$ cat config.mk
export PLATFORM = sky130hd
export DESIGN_NAME = uart_tx_arbiter
export DESIGN_NICKNAME = d
export VERILOG_FILES = /design/src/rtl/uart_tx_arbiter.sv
export SDC_FILE = /design/constraint.sdc
export NUM_CORES = 1
export LEC_CHECK = 0
export ABC_CLOCK_PERIOD_IN_PS = 1900
export CORE_MARGIN = 4
export CORE_UTILIZATION = 40
export CTS_BUF_LIST = sky130_fd_sc_hd__clkbuf_4
export CTS_CLUSTER_SIZE = 40
export DETAILED_ROUTE_END_ITERATION = 16
export DONT_BUFFER_PORTS = 1
export GPL_TIMING_DRIVEN = 0
export SLEW_MARGIN = 5
export SYNTH_ARGS = -nofsm -noshare
export SYNTH_HDL_FRONTEND = slang
export SYNTH_SLANG_ARGS = --single-unit
$ cat constraint.sdc
create_clock -name clk -period 1.9 [get_ports clk]
set_input_delay 0.285 -clock clk [delete_from_list [all_inputs] [get_ports clk]]
set_output_delay 0.285 -clock clk [all_outputs]
set_load 0.05 [all_outputs]
$ cat src/rtl/uart_tx_arbiter.sv
// Round-robin byte arbiter sharing one uart_tx between N_REQ requesters, with SIGACK..SIGEOF frame lock.
// Optional idle-owner forced unlock is compiled in with `define ARB_LOCK_TIMEOUT_EN.
module uart_tx_arbiter #(
  parameter int          N_REQ        = 2,
  parameter logic [7:0]  SIGACK       = 8'hCC,
  parameter logic [7:0]  SIGEOF       = 8'hDD,
  parameter logic [19:0] LOCK_TIMEOUT = 20'd1000000
) (
  input  logic                     clk,
  input  logic                     reset,
  input  logic [N_REQ-1:0]         req_valid,
  input  logic [8*N_REQ-1:0]       req_data,
  output logic [N_REQ-1:0]         req_ack,
  input  logic                     tx_ready,
  output logic                     tx_data_valid,
  output logic [7:0]               tx_data,
  output logic [$clog2(N_REQ)-1:0] grant_id,
  output logic                     locked,
  output logic                     lock_timeout
);

  localparam int GW = $clog2(N_REQ);

  typedef enum logic [1:0] {S_IDLE, S_ISSUE, S_WAIT} state_t;

  state_t           state_q;
  logic [N_REQ-1:0] req_ack_q;
  logic             tx_valid_q;
  logic [7:0]       tx_data_q;
  logic [GW-1:0]    grant_q;
  logic             locked_q;
  logic             wait_first_q;

  logic [N_REQ-1:0] owner_mask;
  logic [N_REQ-1:0] eligible;
  logic             win_found_d;
  logic [GW-1:0]    grant_d;
  logic [7:0]       win_byte_d;

  // Winner search starts one past the last grant; when locked only the owner is eligible.
  // NOTE: every always_comb output gets a default first so no path can infer a latch.
  always_comb begin
    owner_mask           = '0;
    owner_mask[grant_q]  = 1'b1;
    eligible             = locked_q ? (req_valid & owner_mask) : req_valid;
    win_found_d          = 1'b0;
    grant_d              = grant_q;
    for (int k = 1; k <= N_REQ; k++) begin
      if (!win_found_d && eligible[(int'(grant_q) + k) % N_REQ]) begin
        win_found_d = 1'b1;
        grant_d     = GW'((int'(grant_q) + k) % N_REQ);
      end
    end
    win_byte_d = req_data[{grant_d, 3'b000} +: 8];
  end

`ifdef ARB_LOCK_TIMEOUT_EN
  logic [19:0] to_cnt_q;
  logic        lock_to_q;
`endif

  // NOTE: state is updated with non-blocking assignments only, so every read sees pre-edge values.
  always_ff @(posedge clk or posedge reset) begin
    if (reset) begin
      state_q      <= S_IDLE;
      req_ack_q    <= '0;
      tx_valid_q   <= 1'b0;
      tx_data_q    <= 8'h00;
      grant_q      <= GW'(N_REQ - 1);
      locked_q     <= 1'b0;
      wait_first_q <= 1'b0;
`ifdef ARB_LOCK_TIMEOUT_EN
      to_cnt_q     <= '0;
      lock_to_q    <= 1'b0;
`endif
    end else begin
      req_ack_q  <= '0;
      tx_valid_q <= 1'b0;
`ifdef ARB_LOCK_TIMEOUT_EN
      lock_to_q  <= 1'b0;
      if (!locked_q) to_cnt_q <= '0;
`endif
      case (state_q)
        S_IDLE: begin
          if (tx_ready && win_found_d) begin
            req_ack_q[grant_d] <= 1'b1;
            tx_valid_q         <= 1'b1;
            tx_data_q          <= win_byte_d;
            grant_q            <= grant_d;
            state_q            <= S_ISSUE;
          end
`ifdef ARB_LOCK_TIMEOUT_EN
          if (locked_q && !req_valid[grant_q]) begin
            if (to_cnt_q == LOCK_TIMEOUT - 20'd1) begin
              locked_q  <= 1'b0;
              to_cnt_q  <= '0;
              lock_to_q <= 1'b1;
            end else begin
              to_cnt_q <= to_cnt_q + 20'd1;
            end
          end
`endif
        end
        S_ISSUE: begin
          if (tx_data_q == SIGACK)      locked_q <= 1'b1;
          else if (tx_data_q == SIGEOF) locked_q <= 1'b0;
          wait_first_q <= 1'b1;
          state_q      <= S_WAIT;
`ifdef ARB_LOCK_TIMEOUT_EN
          to_cnt_q     <= '0;
`endif
        end
        S_WAIT: begin
          // uart_tx still shows ready in the first cycle after the strobe.
          if (wait_first_q)  wait_first_q <= 1'b0;
          else if (tx_ready) state_q      <= S_IDLE;
        end
        default: state_q <= S_IDLE;
      endcase
    end
  end

  assign req_ack       = req_ack_q;
  assign tx_data_valid = tx_valid_q;
  assign tx_data       = tx_data_q;
  assign grant_id      = grant_q;
  assign locked        = locked_q;
`ifdef ARB_LOCK_TIMEOUT_EN
  assign lock_timeout  = lock_to_q;
`else
  assign lock_timeout  = 1'b0;
`endif

endmodule

* Word level (Yosys, flattened, before mapping)
Cells that the tools add are included.
** Operators by class
- $add $sub $neg :: 2
- Bitwise logic cells :: 3
- Div/mod/pow operators :: 0
- Order comparisons :: 6
- Reduce and logical (&&, ||, !) cells :: 11
- Equal/unequal tests :: 7
- Shift-type cells :: 1
- Mux-type cells :: 26
- $mul :: 0
** Operators with widths (count)
- $eq 8x8->1 const B :: 2
- $mux 1 :: 16
- $shiftx 16x5->8 :: 1
- $mux 2 :: 6
- $lt 2x3->1 const B :: 2
- $ne 2x2->1 const B :: 3
- $pmux 2 s3 :: 1
- $logic_and 1x1->1 :: 4
- $lt 1x2->1 const B :: 2
- $reduce_and 2->1 :: 2
- $reduce_bool 2->1 :: 2
- $reduce_and 3->1 :: 1
- $add 1x1->1 const B :: 2
- $and 1x1->1 const A :: 2
- $and 2x2->2 :: 1
- $demux 1 s1 :: 2
- $eq 2x1->1 const B :: 1
- $eq 2x2->1 const B :: 1
- $ge 1x1->1 const B :: 2
- $logic_not 2->1 :: 1
- $pmux 1 s2 :: 1
- $logic_not 1->1 :: 1
** Storage, ports and cells
- Bits in writable memories :: 0
- Input port bits :: 21
- Bits in latches :: 0
- Memories kept :: 0
- Word-level logic and storage cells :: 63
- Register bits after elaboration :: 16
- Memory bits (read-only) :: 0

* Logic depth before layout (Yosys ltp)
Gate-level depths: netlist of run 1.
- Word-level depth :: 19
- Depth in mapped cells :: 6

* Least setup slack after synthesis of run 1
OpenSTA, ideal clock, no wires.
- Path type :: reg-to-reg
- From :: register grant_q (netlist: grant_id)
- To :: register state_q[1]
- Required time :: 1.799 ns
- Setup slack :: 0.283 ns
- Arrival :: 1.517 ns
- Period minus slack after synthesis :: 1.617 ns
- Cell stages (with the launch flop) :: 5
- Path through :: dfstp_2 buf_6 mux2i_2 a221oi_2 o32ai_1
** Between the ends
- Longest elaborated chain between the ends :: 16
** Ends and longest elaborated chain
- from (decl) :: RTL line 30 : logic [GW-1:0] grant_q;
- from (signal assigned) :: RTL line 69 : grant_q <= GW'(N_REQ - 1);
- from (signal assigned) :: RTL line 89 : grant_q <= grant_d;
- $lt 1x2->1 (not written as such) / $ge 1x1->1 (equally long branches) :: RTL line 44 : owner_mask[grant_q] = 1'b1;
- $logic_and 1x1->1 (not written as such) :: RTL line 44
- $mux 1 (not written as such) :: RTL line 44
- $demux 1 s1 :: RTL line 44
- $and 2x2->2 :: RTL line 45 : eligible = locked_q ? (req_valid & owner_mask) : req_valid;
- $mux 2 :: RTL line 45
- $mux 1 (not written as such) (3 in series) :: RTL line 49 : if (!win_found_d && eligible[(int'(grant_q) + k) % N_REQ]) begin
- $mux 1 :: RTL line 49
- $logic_not 1->1 :: RTL line 49
- $logic_and 1x1->1 :: RTL line 49
- $mux 1 * :: RTL line 49
- $logic_and 1x1->1 * :: RTL line 85 : if (tx_ready && win_found_d) begin
- $ne 2x2->1 (no line) *
- $reduce_and 3->1 (no line) *
- to (signal assigned) :: RTL line 65 : state_q <= S_IDLE;
- to (signal assigned) :: RTL line 90 : state_q <= S_ISSUE;
- to (signal assigned) :: RTL line 108 : state_q <= S_WAIT;
- to (decl) :: RTL line 26 : state_t state_q;
Every way passes the cells marked *; elsewhere a longest branch is shown, timed or not. The select of a mux whose other input is x is not followed.
A chain may end at the register's enable or synchronous reset.

* Worst setup path in the final report of run 1
- From :: register grant_q (netlist: grant_id)
- To :: register state_q[0]
Same word-level chain as after synthesis.

==> qor.yml, run 1 <==
timing:
  clock_skew_ns: 0.00782
  finalCriticalPeriod_ns: 1.74
  fmax_ghz: 0.576
  timing.setup.tns_ns: 0
  holdWs_ns: 0.148
  worst_pin_slew_ns: 0.598
  setup_viol: 0
  hold_violations: 0
  rsz0062_at_grt: "false"
  period_share: 0.914
  setup_ws_ns: 0.163
  final_max_slew_viol_count: 0
  slew_headroom: 0.601
global_routing:
  grt_max_degree: 17
  grt_overflow: 0
  grt_pass1_vias: 741
  gr-usage-all-layers: 0.141
  grt_pass1_wl_um: 3430
  grt_antenna_before_repair: 0
worst_setup_path:
  crit_slowest_cell: "dfstp_2"
  crit_path_max_fanout: 6
  crit_buf_inv: 1
  critPathTopFamily: "flip-flops"
  start_kind: "register"
  worst_setup_path_end_kind: "register"
  cp.required_ns: 2.09
  path_cells: "buf_6 > mux2i_2 > a221oi_2 > o32ai_1"
  arrival_ns: 1.92
  crit_path_max_incr_delay_ns: 0.71
  critPathKind: "register to register"
logic_synthesis:
  synthesis.area_um2: 920
  synth_top_family_by_area: "compound AO/OA/AOI/OAI gates"
  synth_compound_area_frac: 0.212
  synth.avg_cell_area_um2: 9.78
  yosysSeqAreaShare: 0.437
  ys_seq_elements: 16
  synth-simple-area-share: 0.150
  synth_fa_ha_area_frac: 0.0544
  ys_types: 34
  synth_xor_area_frac: 0
  synthesis.nets: 119
  syn_inst: 94
  synthMuxAreaShare: 0.0150
  yosysWarnings: 0
power:
  powerDensity_nw_per_um2: 1680
  ir_drop_mv: 0.798
  leakagePower_nw: 0.453
worst_hold_path:
  hold_class: "input port to register"
cells_and_area:
  area_growth_pct: 7.76
  n_antenna_cell: 0
  nets: 125
  drive_gt1_frac: 0.111
floorplan:
  fp.dieH_um: 56.0
  die_w_um: 56.0
  rows: 17
  die_area_um2: 3130
  initial_core_util: 0.420
  ios: 35
  core_um2: 2190
route:
  routedWlPerCell_um: 15.3
  wl_met3_um: 142
  drtIter0Drc: 6
  via_count: 719
  wl_um: 1950
  wl_met2_um: 938
  drtPass1Iterations: 4
  wl_met1_um: 838
  drtAntennaViolNets: 0
  remaining_drc_errors: 0
  top_layer: "met4"
  viasPerCell: 5.66
job:
  maxCapViolations: 0
clock_tree:
  ctsHoldBuffers: 1
  htree_levels: 1
  postCtsSetupBuffers: 0
  cts.sinks: 16
  clk_pin_slew_ns: 0.10
  cts_tree: "done"
  cts_buffer_depth: 2
  insertion_delay_ns: 0.29
  cts_resized: 0
  cts_buffers: 3
  cts_root_buf: "clkbuf_4"
place:
  pre_cts_ws_ns: 0.170
  port_buffers: 0
  place_congestion: 0.832
  dp_hpwl_um: 1450
outcome:
  status: "finished clean"
-- sequential cells by signal, summed over array words and instances, names as in the netlist --
signal	flops
wait_first_q	1
state_q	2
tx_data_valid	1
tx_data	8
locked	1
req_ack	2
grant_id	1
-- where the power goes --
group	switching, mW	total (mW)	internal [mW]
registers	0.489	0.969	0.479
logic	0.278	0.511	0.233
clock network	0.111	0.188	0.0764
total	0.878	1.67	0.789
-- path summary, 6_finish.rpt --
check	start	end	slack (ns)	cells past startpoint
min in group asynchronous	reset	tx_data_valid$_DFF_PP0_	0.49	2
worst max-delay path	grant_id$_DFFE_PP1P_	state_q[0]$_DFFE_PP0P_	0.16	4
worst max register to register	grant_id$_DFFE_PP1P_	state_q[0]$_DFFE_PP0P_	0.16	4
worst min-delay path	req_data[10]	tx_data[2]$_DFFE_PP0P_	0.15	2
worst min register to register	wait_first_q$_DFFE_PP0P_	wait_first_q$_DFFE_PP0P_	0.57	2
max in group asynchronous	reset	req_ack[1]$_DFF_PP0_	1.02	2
-- layout by cell type (no fill, tap or decap) --
cell            n
a21oi_1         2
nand3_1         1
nor2_1          1
ha_1            4
o221ai_1        8
a311o_1         1
inv_1          21
o41ai_1         1
nor2b_1         2
mux2i_2         1
a21oi_4         1
a211o_1         1
buf_4           2
nand2_1         1
dlygate4sd3_1   1
a2bb2oi_1       1
nand4_1         8
o211ai_1        1
buf_1           1
buf_6           1
nand4b_1        1
o21a_1          1
clkbuf_1        1
and3_1          2
clkinv_1        1
nand3b_1        1
buf_2           1
nand2b_1        2
o32ai_1         2
nor4_1          1
clkbuf_4        3
o21ai_0         3
a221oi_2        1
conb_1          1
dfrtp_1        15
dfstp_2         1
nor3b_1         2
-- Yosys cell counts --
| cell | count | area [um2] |
|---|---|---|
| ha_1 | 4 | 50.1 |
| mux2i_2 | 1 | 13.8 |
| a221oi_2 | 1 | 15.0 |
| conb_1 | 1 | 3.75 |
| buf_4 | 2 | 15.0 |
| o32ai_1 | 2 | 17.5 |
| o211ai_1 | 1 | 7.51 |
| nor3b_1 | 2 | 15.0 |
| nand2b_1 | 2 | 12.5 |
| nor4_1 | 1 | 6.26 |
| dfrtp_1 | 15 | 375 |
| a21oi_1 | 2 | 10.0 |
| and3_1 | 2 | 12.5 |
| o221ai_1 | 8 | 70.1 |
| buf_1 | 1 | 3.75 |
| inv_1 | 21 | 78.8 |
| nand4b_1 | 1 | 8.76 |
| nand3b_1 | 1 | 7.51 |
| o41ai_1 | 1 | 8.76 |
| nand2_1 | 1 | 3.75 |
| nor2_1 | 1 | 3.75 |
| o21ai_0 | 3 | 15.0 |
| a211o_1 | 1 | 8.76 |
| a21oi_4 | 1 | 16.3 |
| o21a_1 | 1 | 7.51 |
| a2bb2oi_1 | 1 | 8.76 |
| nand3_1 | 1 | 5.00 |
| dfstp_2 | 1 | 26.3 |
| nor2b_1 | 2 | 12.5 |
| buf_2 | 1 | 5.00 |
| a311o_1 | 1 | 10.0 |
| nand4_1 | 8 | 50.1 |
| buf_6 | 1 | 11.3 |
| clkbuf_1 | 1 | 3.75 |
-- stage by stage --
stage	area, um2	std cells	total power [mW]	util
finish	991	127	1.67	0.452
global route	991	127	1.79	0.452
detailed placement	955	122	1.50	0.436
global placement	955	122	1.48	0.436
floorplan	920	94	1.38	-
CTS	991	127	1.69	0.452
-- layer usage --
| metal | up-vias | track usage |
|---|---|---|
| met4 | 0 | 0.0780 |
| met5 | - | 0 |
| met3 | 4 | 0.0487 |
| li1 | 349 | - |
| met2 | 21 | 0.231 |
| met1 | 345 | 0.161 |
-- area by class of cell --
| cell class | instances | area [um2] |
|---|---|---|
| Inverter | 21 | 78.8 |
| Timing Repair Buffer | 1 | 10.0 |
| Multi-Input combinational cell | 51 | 400 |
| Sequential cell | 16 | 402 |
| Clock buffer | 3 | 22.5 |
| Fill cell | 215 | 1200 |
| Tap cell | 28 | 35.0 |
| Clock inverter | 1 | 3.75 |
| Buffer | 6 | 38.8 |
-- logic make-up after synthesis --
logic type	count (synthesis)
buf+inv	27
simple gates	22
other cells	1
compound gates	23
mux	1
flops	16
fa+ha+maj	4
No activity file was read; power rests on OpenSTA's default activity.
==> inputs of run 2 (changes only) <==
Settings changed: CORE_UTILIZATION 40 to 45.
==> run 2 against run 1 <==
Against the previous run:
- clock power rose by 7%
- sequential cell count stayed put
- global-route usage increased by 2.3 points
- design area increased by 0.25%
- worst setup slack lost 0.013 ns
- critical path type unchanged
- critical endpoint unchanged
==> qor.yml, run 2 (same netlist as run 1, synthesis figures left out) <==
route:
  drtIter0Drc: 15
  wl_um: 2020
  remaining_drc_errors: 0
  via_count: 726
  routedWlPerCell_um: 16.0
  drtAntennaViolNets: 0
  drtPass1Iterations: 4
  viasPerCell: 5.76
timing:
  clock_skew_ns: 0.00375
  rsz0062_at_grt: "false"
  finalCriticalPeriod_ns: 1.75
  final_max_slew_viol_count: 0
  setup_viol: 0
  holdWs_ns: 0.165
  worst_pin_slew_ns: 0.601
  period_share: 0.921
  slew_headroom: 0.599
  fmax_ghz: 0.571
  hold_violations: 0
  timing.setup.tns_ns: 0
power:
  power_frac_comb: 0.308
  total_power_mw: 1.69
  pwr-share-clk: 0.119
  p_seq_frac: 0.573
  p_sw_frac: 0.522
  leakagePower_nw: 0.456
  powerDensity_nw_per_um2: 1700
  ir_drop_mv: 0.998
  intPower_mw: 0.809
  p_sw_mw: 0.883
cells_and_area:
  n_antenna_cell: 0
  instances_no_fill: 126
  regArea_um2: 402
  area_growth_pct: 8.03
  fillers: 195
  largest_reg_flops: 8
  multiInputGateArea_um2: 400
  final_common_cell: "inv_1"
  drive_gt1_frac: 0.121
  mostFrequentLayoutCells: "inv_1 (21), dfrtp_1 (15), nand4_1 (8), o221ai_1 (8)"
  nets: 125
place:
  port_buffers: 0
  post-place-cells: 121
  place_congestion: 0.787
  dp_hpwl_um: 1500
floorplan:
  die_area_um2: 2830
  core_um2: 1940
  initial_core_util: 0.474
  ios: 35
  fp.dieH_um: 53.2
  rows: 16
  die_w_um: 53.2
job:
  maxCapViolations: 0
clock_tree:
  cts_buffers: 3
  cts_resized: 0
  insertion_delay_ns: 0.28
  clk_pin_slew_ns: 0.09
  cts_root_buf: "clkbuf_4"
  cts_buffer_depth: 2
  cts.sinks: 16
  htree_levels: 1
  cts_tree: "done"
worst_setup_path:
  worst_setup_path_end_kind: "register"
  path_cells: "buf_6 > mux2i_2 > a221oi_2 > o32ai_1"
  crit_slowest_cell: "dfstp_2"
  cp.required_ns: 2.08
  arrival_ns: 1.93
  crit_path_max_incr_delay_ns: 0.71
  critPathKind: "register to register"
  start_kind: "register"
  crit_path_max_fanout: 6
global_routing:
  grt_overflow: 0
  grt_pass1_wl_um: 3310
  grt_max_degree: 17
  gr-usage-all-layers: 0.164
  grt_pass1_vias: 708
  grt_antenna_before_repair: 0
outcome:
  status: "finished clean"
worst_hold_path:
  hold_class: "input port to register"
## run 2: worst max-delay path, delay by kind of cell, from the launching register on
kind | cells | cell delay (ns)
AOI/OAI and AO/OA | 2 | 0.43
buffers and inverters | 1 | 0.17
muxes | 1 | 0.34
DFF | 1 | 0.71
## run 2: stage by stage
stage | utilization | instance area, um2 | setup slack, ns
floorplan | - | 920 | 0.283
global placement | 0.491 | 953 | 0.196
detailed placement | 0.491 | 953 | 0.165
CTS | 0.512 | 993 | 0.142
global route | 0.512 | 993 | 0.0684
finish | 0.512 | 993 | 0.150
## run 2: path summary, 6_finish.rpt
path | start | endpoint | slack (ns) | depth (start not counted)
max | grant_id$_DFFE_PP1P_ | state_q[0]$_DFFE_PP0P_ | 0.15 | 4
min | req_data[12] | tx_data[4]$_DFFE_PP0P_ | 0.16 | 2
max reg2reg | grant_id$_DFFE_PP1P_ | state_q[0]$_DFFE_PP0P_ | 0.15 | 4
min reg2reg | wait_first_q$_DFFE_PP0P_ | wait_first_q$_DFFE_PP0P_ | 0.56 | 2
max in group asynchronous | reset | tx_data[5]$_DFFE_PP0P_ | 1.01 | 2
min in group asynchronous | reset | req_ack[0]$_DFF_PP0_ | 0.50 | 2
## run 2: power groups by stage
stage | clock (mW) | combinational, mW | sequential (mW)
6_report | 0.201 | 0.521 | 0.971
5_1_grt | 0.229 | 0.583 | 0.994
4_1_cts | 0.207 | 0.525 | 0.975
3_5_place_dp | 0 | 0.517 | 0.984
3_3_place_gp | 0 | 0.499 | 0.978
2_1_floorplan | 0 | 0.429 | 0.946
## run 2: per-layer routing
metal	routed length [um]	vias up	part of all wire	GRT usage
met3	197	6	0.097	0.0676
met4	27	0	0.013	0.0638
met1	865	334	0.43	0.200
met5	0	-	0	0
li1	-	348	-	-
met2	932	38	0.46	0.255
## run 2: final cells by class
| type | count | share of cell area |
|---|---|---|
| plain buffers | 6 | 0.0390 |
| clock buffers | 4 | 0.0302 |
| inverters | 21 | 0.0793 |
| multi-input cells | 51 | 0.403 |
| flip-flops and latches | 16 | 0.404 |
| well taps | 27 | 0.0340 |
| repair buffers | 1 | 0.0101 |
## run 2: timing repair
action	CTS	global route
endpoints found under the hold margin	15	0
setup buffers	0	0
hold buffers	1	0
